### src/rtl/cic_pkg.sv
// Shared CIC definitions used by the interpolator and the receive-side decimator:
// default rate width, internal width rule, run-time ceil(log2) helper and state type.
package cic_pkg;

    localparam int CIC_RATE_W = 9;

    typedef enum logic {
        ST_IDLE = 1'b0,
        ST_RUN  = 1'b1
    } cic_state_e;

    // Internal width that makes the modular comb/integrator arithmetic exact.
    function automatic int cic_iw(input int width, input int n, input int rate_w);
        return width + n * rate_w;
    endfunction

    // ceil(log2(v)); loop form so it also synthesises for a run-time operand.
    function automatic int cic_clog2(input int unsigned v);
        int r;
        r = 0;
        for (int i = 0; i < 32; i++) begin
            if ((32'd1 << i) < v) r = i + 1;
        end
        return r;
    endfunction

endpackage

### src/rtl/cic_comb_stage.sv
// One IW-bit first-difference stage; the delay register only advances on an
// accepted input sample and is cleared synchronously by clr.
module cic_comb_stage
    import cic_pkg::*;
#(
    parameter int IW = 52
) (
    input  logic                 clk,
    input  logic                 reset_n,
    input  logic                 clr,
    input  logic                 en,
    input  logic signed [IW-1:0] din,
    output logic signed [IW-1:0] dout
);

    logic signed [IW-1:0] dly;

    always_ff @(posedge clk or negedge reset_n) begin
        if (!reset_n) begin
            dly <= '0;
        end else if (clr) begin
            dly <= '0;
        end else if (en) begin
            dly <= din;
        end
    end

    assign dout = din - dly;

endmodule

### src/rtl/cic_interpolate.sv
// Variable-rate CIC interpolator for one real rail: comb at the input rate, zero-stuffing
// upsampler, integrators paced by out_en. Define CIC_INTERP_ROUND_EN for round-half-up scaling.
module cic_interpolate
    import cic_pkg::*;
#(
    parameter int WIDTH  = 16,
    parameter int N      = 4,
    parameter int RATE_W = CIC_RATE_W
) (
    input  logic                    clk,
    input  logic                    reset_n,
    input  logic                    rate_stb,
    input  logic [RATE_W-1:0]       rate,
    input  logic                    strobe_in,
    input  logic signed [WIDTH-1:0] signal_in,
    input  logic                    last_in,
    output logic                    ready,
    input  logic                    out_en,
    output logic                    strobe_out,
    output logic signed [WIDTH-1:0] signal_out,
    output logic                    last_out
);

    localparam int IW   = cic_iw(WIDTH, N, RATE_W);
    localparam int SH_W = $clog2(IW + 1);

    // Gain rate^(N-1)/2^shift never exceeds 1, so taking the low bits cannot overflow.
    function automatic logic signed [WIDTH-1:0] scale_out(
        input logic signed [IW-1:0] v,
        input logic [SH_W-1:0]      sh
    );
        logic signed [IW-1:0] t;
        t = v;
`ifdef CIC_INTERP_ROUND_EN
        if (sh != '0) t = v + (IW'(1) << (sh - 1'b1));
`endif
        t = t >>> sh;
        return t[WIDTH-1:0];
    endfunction

    cic_state_e           st, st_nxt;
    logic [RATE_W-1:0]    ph, ph_nxt;
    logic [RATE_W-1:0]    rate_r, rate_eff;
    logic [SH_W-1:0]      shift_r, shift_nxt;
    logic                 last_r;
    logic                 accept, tick;

    logic signed [IW-1:0] sig_ext, comb_out, comb_q;
    logic signed [IW-1:0] up_in, acc;
    logic signed [IW-1:0] integ     [N];
    logic signed [IW-1:0] integ_nxt [N];

    // Control: phase counter / state and handshake
    always_comb begin
        rate_eff  = (rate == '0) ? RATE_W'(1) : rate;
        shift_nxt = SH_W'((N - 1) * cic_clog2(32'(rate_eff)));

        ready  = (st == ST_IDLE) || ((ph == RATE_W'(1)) && out_en);
        accept = strobe_in && ready && !rate_stb;
        tick   = out_en && (ph != '0) && !rate_stb;

        st_nxt = st;
        ph_nxt = ph;
        if (rate_stb) begin
            st_nxt = ST_IDLE;
            ph_nxt = '0;
        end else if (accept) begin
            st_nxt = ST_RUN;
            ph_nxt = rate_r;
        end else if (tick) begin
            ph_nxt = ph - 1'b1;
            if (ph == RATE_W'(1)) st_nxt = ST_IDLE;
        end
    end

    always_ff @(posedge clk or negedge reset_n) begin
        if (!reset_n) begin
            st         <= ST_IDLE;
            ph         <= '0;
            rate_r     <= RATE_W'(1);
            shift_r    <= '0;
            last_r     <= 1'b0;
            strobe_out <= 1'b0;
            last_out   <= 1'b0;
        end else begin
            st         <= st_nxt;
            ph         <= ph_nxt;
            strobe_out <= tick;
            last_out   <= tick && (ph == RATE_W'(1)) && last_r;
            if (rate_stb) begin
                rate_r  <= rate_eff;
                shift_r <= shift_nxt;
                last_r  <= 1'b0;
            end else if (accept) begin
                last_r  <= last_in;
            end
        end
    end

    // Comb section at the input rate
    assign sig_ext = IW'(signal_in);

    for (genvar k = 0; k < N; k++) begin : g_comb
        logic signed [IW-1:0] d_in, d_out;
        if (k == 0) begin : g_head
            assign d_in = sig_ext;
        end else begin : g_link
            assign d_in = g_comb[k-1].d_out;
        end
        cic_comb_stage #(.IW(IW)) u_stage (
            .clk     (clk),
            .reset_n (reset_n),
            .clr     (rate_stb),
            .en      (accept),
            .din     (d_in),
            .dout    (d_out)
        );
    end

    assign comb_out = g_comb[N-1].d_out;

    // Upsampler and integrator cascade at the output rate
    always_comb begin
        up_in = (ph == rate_r) ? comb_q : '0;
        acc   = up_in;
        for (int k = 0; k < N; k++) begin
            acc          = integ[k] + acc;
            integ_nxt[k] = acc;
        end
    end

    always_ff @(posedge clk or negedge reset_n) begin
        if (!reset_n) begin
            comb_q     <= '0;
            signal_out <= '0;
            for (int k = 0; k < N; k++) integ[k] <= '0;
        end else if (rate_stb) begin
            comb_q <= '0;
            for (int k = 0; k < N; k++) integ[k] <= '0;
        end else begin
            if (accept) comb_q <= comb_out;
            if (tick) begin
                for (int k = 0; k < N; k++) integ[k] <= integ_nxt[k];
                signal_out <= scale_out(integ_nxt[N-1], shift_r);
            end
        end
    end

endmodule
### config.mk
export PLATFORM = sky130hd
export DESIGN_NAME = cic_interpolate
export DESIGN_NICKNAME = d
export VERILOG_FILES = /design/src/rtl/cic_pkg.sv /design/src/rtl/cic_comb_stage.sv /design/src/rtl/cic_interpolate.sv
export SDC_FILE = /design/constraint.sdc
export NUM_CORES = 2
export LEC_CHECK = 0
export CAP_MARGIN = 20
export CORE_MARGIN = 8
export CORE_UTILIZATION = 35
export DETAILED_ROUTE_END_ITERATION = 8
export PLACE_DENSITY_LB_ADDON = 0.08
export RECOVER_POWER = 100
export SYNTH_ARGS = -nofsm -noshare
export SYNTH_HDL_FRONTEND = slang
export SYNTH_SLANG_ARGS = --single-unit
### constraint.sdc
create_clock -name clk -period 11.2 [get_ports clk]
set_input_delay 2.24 -clock clk [delete_from_list [all_inputs] [get_ports clk]]
set_output_delay 2.24 -clock clk [all_outputs]
set_load 0.03 [all_outputs]
# Yosys cells after proc, flatten, opt, wreduce, memory -nomap -nowiden
# Cells that the tools add are included.
word_totals:
  register_bits: 512
  latchBits: 0
  ram_bits: 0
  rom_bits: 0
  inputBits: 31
  out_inout_bits: 19
  wordCells: 92
  mem_count: 0
classes:
  addsub: 9
  multipliers: 1
  n_div: 0
  n_lt_le_gt_ge: 10
  n_eq_ne: 2
  n_shift: 1
  n_mux: 33
  bitwise_logic: 2
  n_reduce_logical: 17
op_table:
  columns: ["operator", "count"]
  rows:
  - ["$mux 52", 11]
  - ["$mux 208", 2]
  - ["$mux 32", 7]
  - ["$add 52x52->52", 4]
  - ["$sub 52x52->52", 3]
  - ["$sshr 52x6->16", 1]
  - ["$sub 16x52->52", 1]
  - ["$mux 9", 4]
  - ["$lt 32x9->1 const A", 1]
  - ["$mul 3x32->6 const A", 1]
  - ["$eq 9x1->1 const B", 1]
  - ["$eq 9x9->1", 1]
  - ["$logic_not 9->1", 1]
  - ["$lt 1x9->1 const A", 1]
  - ["$lt 2x9->1 const A", 1]
  - ["$lt 3x9->1 const A", 1]
  - ["$lt 4x9->1 const A", 1]
  - ["$lt 5x9->1 const A", 1]
  - ["$lt 6x9->1 const A", 1]
  - ["$lt 7x9->1 const A", 1]
  - ["$lt 8x9->1 const A", 1]
  - ["$lt 9x9->1 const A", 1]
  - ["$reduce_bool 9->1", 1]
  - ["$sub 9x1->9 const B", 1]
  - ["other kinds (9)", 26]

# Logic depth before layout (Yosys ltp)
depth:
  ltp_word: 14
  mapped_depth: 61
  depth_no_buf: 59

# Cells and area by module
# From an unflattened synthesis, not the netlist that was laid out.
unflattened:
  hier_cells: 6101
  hier_area_um2: 48270.0
modules_own_cells:
  columns: ["mod", "instances", "cells_each", "area_each_um2", "seq_area_each_um2"]
  rows:
  - ["cic_interpolate", 1, 3496, 27231.1, 7608.5]
  - ["cic_comb_stage at g_comb[1].u_stage ...", 3, 648, 5248.8, 1301.2]
  - ["cic_comb_stage at g_comb[0].u_stage", 1, 661, 5292.6, 1301.2]

# Worst setup path after synthesis
# OpenSTA, ideal clock, no wires.
synth_timing:
  kind: "input to register"
  startpoint: "in signal_in[0]"
  endpoint: "reg comb_q[51]"
  setup_time_ns: 0.126
  arrival_ns: 12.053
  t_required_ns: 11.074
  setup_slack_ns: -0.979
  path_stages: 61
  path_buffers: 2
  path_cell_list: "inv_1 ha_1 inv_1 a21o_1 a21o_1 a21oi_1 o21ai_0 a21oi_1 o21ai_0 a21oi_1 o21ai_0 a21o_1 a21oi_1 o21a_1 o21ai_1 clkbuf_1 nor2_1 fa_1 [... 25 more ...] o21ai_0 nand2b_1 xor2_1 ha_1 nand3_1 nor2_1 a21oi_1 o21ai_0 a21o_1 a21o_1 a21oi_1 a31oi_1 o211ai_1 a21oi_1 mux2i_1 o21ai_0 nor3b_1 a221o_1"
synth_between:
  elab_chain_cells: 6
synth_lines:
  columns: ["element", "line", "text"]
  rows:
  - ["start: declaration", "cic_interpolate.sv:15", "input logic signed [WIDTH-1:0] signal_in,"]
  - ["$sub 16x52->52", "cic_comb_stage.sv:28", "assign dout = din - dly;"]
  - ["$sub 52x52->52 (3 in a row)", "cic_comb_stage.sv:28", null]
  - ["$mux 52", "cic_interpolate.sv:141", "if (accept) comb_q <= comb_out;"]
  - ["$mux 52", "cic_interpolate.sv:137", "end else if (rate_stb) begin"]
  - ["end signal: assignment", "cic_interpolate.sv:141", null]
  - ["end: declaration", "cic_interpolate.sv:48", "logic signed [IW-1:0] sig_ext, comb_out, comb_q;"]
# Every way passes these cells. The select of a mux whose other input is x is not followed.
# A chain may end at the register's enable or synchronous reset.

# Worst setup path in the final report
# Ends and elaborated chain as after synthesis.

==> results.md <==
- The flow ran to the end, but the final reports show violations.
- The final reports fail on capacitance limit, slew limit.
- Along the worst path, the maximum fanout reaches 4.
- The share of total power dissipated in combinational logic is 0.678.
- The beginning of the worst hold path is signal_out[8]$_DFFE_PN0P_.
- Setup violations remaining at the end of the flow were counted as 0.
- The clock root buffer is clkbuf_16.
- CTS built an H-tree with a depth of 3.
- Of the post-synthesis cell area, the dominant cell type holds 0.282.
- The final wirelength is 127 mm.
- The number of different library cells used by synthesis comes to 94.
- Clock skew on the completed layout was measured at 0.0230 ns.
- The standard cell with the maximum stage delay on the critical path is fa_1.
- The buffers plus inverters on the worst setup path is 8.
- For this run, asynchronously set or reset flops after synthesis account for 1.00.
- dfrtp_1 takes more of the synthesized area than any other cell.
- Of the available clock period, the critical path in the final layout requires 0.992.
- The total count of max-transition violations in the final report is 1038.
- Summed over all cells, the static leakage comes to 25.9 nW.
- The total power per unit cell area is 246 nW/um^2.
- Counting the buffers created by CTS gives 66.
- Of the total power, the share spent switching nets is 0.415.
- The synthesized design contains 0 enable-type register cells.
- The final critical delay including setup and external delays is 11.12 ns.
- The I/O pin count is 50.
- The vertical die dimension is 362 um.
- No sink is reached through more buffers than the 3 on the longest clock path.
- The number of inserted diodes is 0.
- The clock sink total is 474.
- Once detail routing completed, the nets flagged for antenna violations numbered 0.
- The data arrival time at the worst-slack endpoint is 11.68 ns.
- The kind of path behind the tightest hold check is flip-flop to flip-flop.
- The worst path required time is 11.77 ns.
- The final hold violation count came to 0.
- The completed layout was analyzed and its total power is 0.0134 W.
- The number of input and output port buffers inserted is 49.
- The via count of the first global-routing pass is 40045.
- Buffers inserted to repair hold after CTS numbered 0.
- The initial core utilization is 0.351.
- In this run the worst setup path begins at signal_in[0].
- The synthesized netlist occupies a cell area of 41900 sq um.
- From synthesis to final layout, the design area changed by 29.6%.
- The internal power contribution is 0.00781 W.
- The worst register-to-register path begins at rate_r[0]$_DFFE_PN1P_.
- Setup repair after global routing could not meet its margin everywhere.
- From left edge to right edge, the die measures 362 um.
- The initial antenna violation count came to 0.
- The net count of the mapped netlist is 5781.
- Using the TritonRoute via totals, the vias-per-cell ratio works out to 5.07.
- The average wire length per cell after detail routing is 16.2 um.
- In this run, the number of DRC markers left after iteration 0 of detailed routing was 1921.
- Headroom to the max-slew limit came out at -1.73.
- The detailed-route DRC error count is 0.
- For this run, the register share of the synthesized area comes to 0.283.
- The largest voltage drop on the vdd net is 187 uV.
- The TritonCTS clock tree is yes.
- At the pin with the least slew margin, the transition time is 4.09 ns.
- For this design the total switching power over the nets is 0.00555 W.
- The worst setup margin is 0.0849 ns.
- Each instance of the synthesized netlist takes up on average 7.84 sq um.
- The clock latency reported for the late side of the worst-skew pair is 0.64 ns.
- The most numerous cell type found on the critical path is a21oi_2.
- For this block, the via count after detailed routing is 39736.
- By area the synthesized netlist is led by dfrtp_1, ha_1, a21oi_1.
- In the synthesized netlist the dominant register cell turns out to be dfrtp_1.
- The share of total power dissipated in the clock network is 0.168.
- The share of total power dissipated in sequential elements is 0.154.
- The pin count of the biggest net entering global routing is 173.
- Based on the critical path, the design can be clocked at up to 90.0 MHz.
- For this run, the slowest stage of the critical path takes 0.43 ns.
- The placement-stage worst setup slack is -1.24 ns.
- The gate count of the mapped netlist is 5346.
- The kind of cell adding the most delay to the critical path is compound AO/OA/AOI/OAI gates.
- The first TritonRoute pass finished after 5 iterations.
- Global routing finished with a remaining overflow of 0.
- Yosys printed 0 warnings.
- Across every metal layer, demand over resource in global routing totals 0.189.
- STA classifies the critical path startpoint as an input pin.
- Once detailed placement completed, the half-perimeter wirelength came to 93.5 mm.
- The floorplan has 127 rows.
- The placeable core region is 119000 sq um.
- The full die area is 131000 sq um.
- The routability congestion estimate from global placement is 0.860.
- The tightest hold path in the finished design has a slack of 0.470 ns.
- After clock tree synthesis, the clock-pin slew on the worst setup and hold paths is 0.05 ns.
- The wire length of the first global-routing pass is 209 mm.
- The tool flagged a number of max-cap violations equal to 12.
- By startpoint and endpoint, the worst setup path is classified as input pin to flip-flop.
- STA classifies the critical path endpoint as a flip-flop.
- In the final design database the tool counted 6613 nets.
- The fraction of layout cells with a size suffix above 1 is 0.217.
- The synthesized design contains 474 register bits.
-- metal layers --
metal | vias to the layer above | track usage | wire [um]
met4 | 0 | 0.0479 | 3040
met2 | 403 | 0.336 | 61800
li1 | 20578 | - | -
met5 | - | 0 | 0
met3 | 157 | 0.0206 | 2860
met1 | 18598 | 0.244 | 59100
-- worst reg2reg max path: cells and delay by family (launching register included) --
family / cells / cell delay [ns]
mux: 2 / 0.58
fa+ha+maj: 5 / 1.47
flops: 1 / 0.54
compound gates: 15 / 3.13
buf+inv: 10 / 1.69
xor+xnor: 7 / 0.96
simple gates: 15 / 2.32
-- power groups by stage --
| stage | registers (W) | logic (W) | clock network (W) |
|---|---|---|---|
| after floorplan | 0.00211 | 0.00551 | 0 |
| after global placement | 0.00209 | 0.00876 | 0 |
| after detailed placement | 0.00209 | 0.00877 | 0 |
| after CTS | 0.00206 | 0.00899 | 0.00233 |
| after global routing | 0.00209 | 0.0101 | 0.00238 |
| final | 0.00206 | 0.00906 | 0.00224 |
-- per-stage QoR --
stage | setup TNS (ns) | cells | instance area, sq um | util
5_1_grt | -4.21 | 7840 | 54300 | 0.455
6_report | 0 | 7840 | 54300 | 0.455
3_3_place_gp | -23.77 | 7661 | 50500 | 0.423
3_5_place_dp | -22.88 | 7661 | 50500 | 0.423
2_1_floorplan | -0.445 | 5346 | 42100 | -
4_1_cts | -0.321 | 7813 | 53400 | 0.447
-- repair_timing --
item	4_1_cts	5_1_grt
gates resized for setup	68	199
setup endpoints to repair	29	36
buffers inserted	35	28
pin swaps	74	155
-- flip-flops by register name, summed over array words and instances (netlist names) --
name                count
comb_q                 52
g_comb.u_stage.dly    170
integ                 208
last_out                1
last_r                  1
ph                      9
rate_r                  9
shift_r                 6
signal_out             16
st                      1
strobe_out              1
-- kinds of logic after synthesis --
| group | after synthesis | synth area share |
|---|---|---|
| and+or+nand+nor | 1731 | 0.183 |
| xor gates and xnor gates | 350 | 0.0737 |
| DFF | 474 | 0.283 |
| muxes | 96 | 0.0286 |
| adders and majority gates | 404 | 0.123 |
| buffers and inverters | 557 | 0.0501 |
| AOI/OAI and AO/OA | 1734 | 0.258 |
-- cells in the final DEF, fill, tap and decap left out, drive strengths merged, types with 53 or more instances in the layout --
cell type    n
a211oi      80
a21o       212
a21oi      741
and2        83
buf        951
clkbuf     106
dfrtp      473
ha         390
inv        314
mux2i       59
nand2      854
nand2b      56
nand3       74
nor2       381
nor3        61
o21a        53
o21ai      240
o21bai      63
xnor2      247
xor2       103
-- worst paths after layout --
check / endpoint / slack (ns) / depth (start not counted)
max: comb_q[51]$_DFFE_PN0P_ / 0.08 / 60
max in group asynchronous: g_comb[1].u_stage.dly[40]$_DFFE_PN0P_ / 2.54 / 2
min reg2reg: signal_out[8]$_DFFE_PN0P_ / 0.47 / 2
min: signal_out[8]$_DFFE_PN0P_ / 0.47 / 2
max reg2reg: signal_out[9]$_DFFE_PN0P_ / 0.42 / 54
min in group asynchronous: signal_out[2]$_DFFE_PN0P_ / 3.02 / 1
-- synthesized netlist by cell type, types with 15 or more instances --
library cell / n
a211oi_1: 80
a21oi_1: 740
and2_1: 81
xor2_1: 103
xnor2_1: 244
nor2_1: 381
or3_1: 22
nor2b_1: 35
dfrtp_1: 473
and3_1: 39
nor4_1: 17
mux2_2: 20
a211o_1: 16
nand2b_1: 56
mux2i_1: 59
nor3_1: 61
inv_1: 310
a21boi_0: 18
nand4_1: 49
a31oi_1: 45
clkbuf_1: 227
o21ai_0: 230
a22o_1: 30
nand2_1: 854
o31ai_1: 39
a21o_1: 212
o211ai_1: 27
ha_1: 390
o21bai_1: 62
o21a_1: 52
or2_2: 15
nand3_1: 74
mux4_2: 17
-- cell type report --
| type | count | area, sq um |
|---|---|---|
| Clock buffer | 93 | 1890 |
| Clock inverter | 25 | 388 |
| Fill cell | 12039 | 65000 |
| Inverter | 311 | 1180 |
| Multi-Input combinational cell | 4315 | 29200 |
| Sequential cell | 474 | 11900 |
| Tap cell | 1612 | 2020 |
| Timing Repair Buffer | 1010 | 7750 |
(Power assumes the default switching activity.)
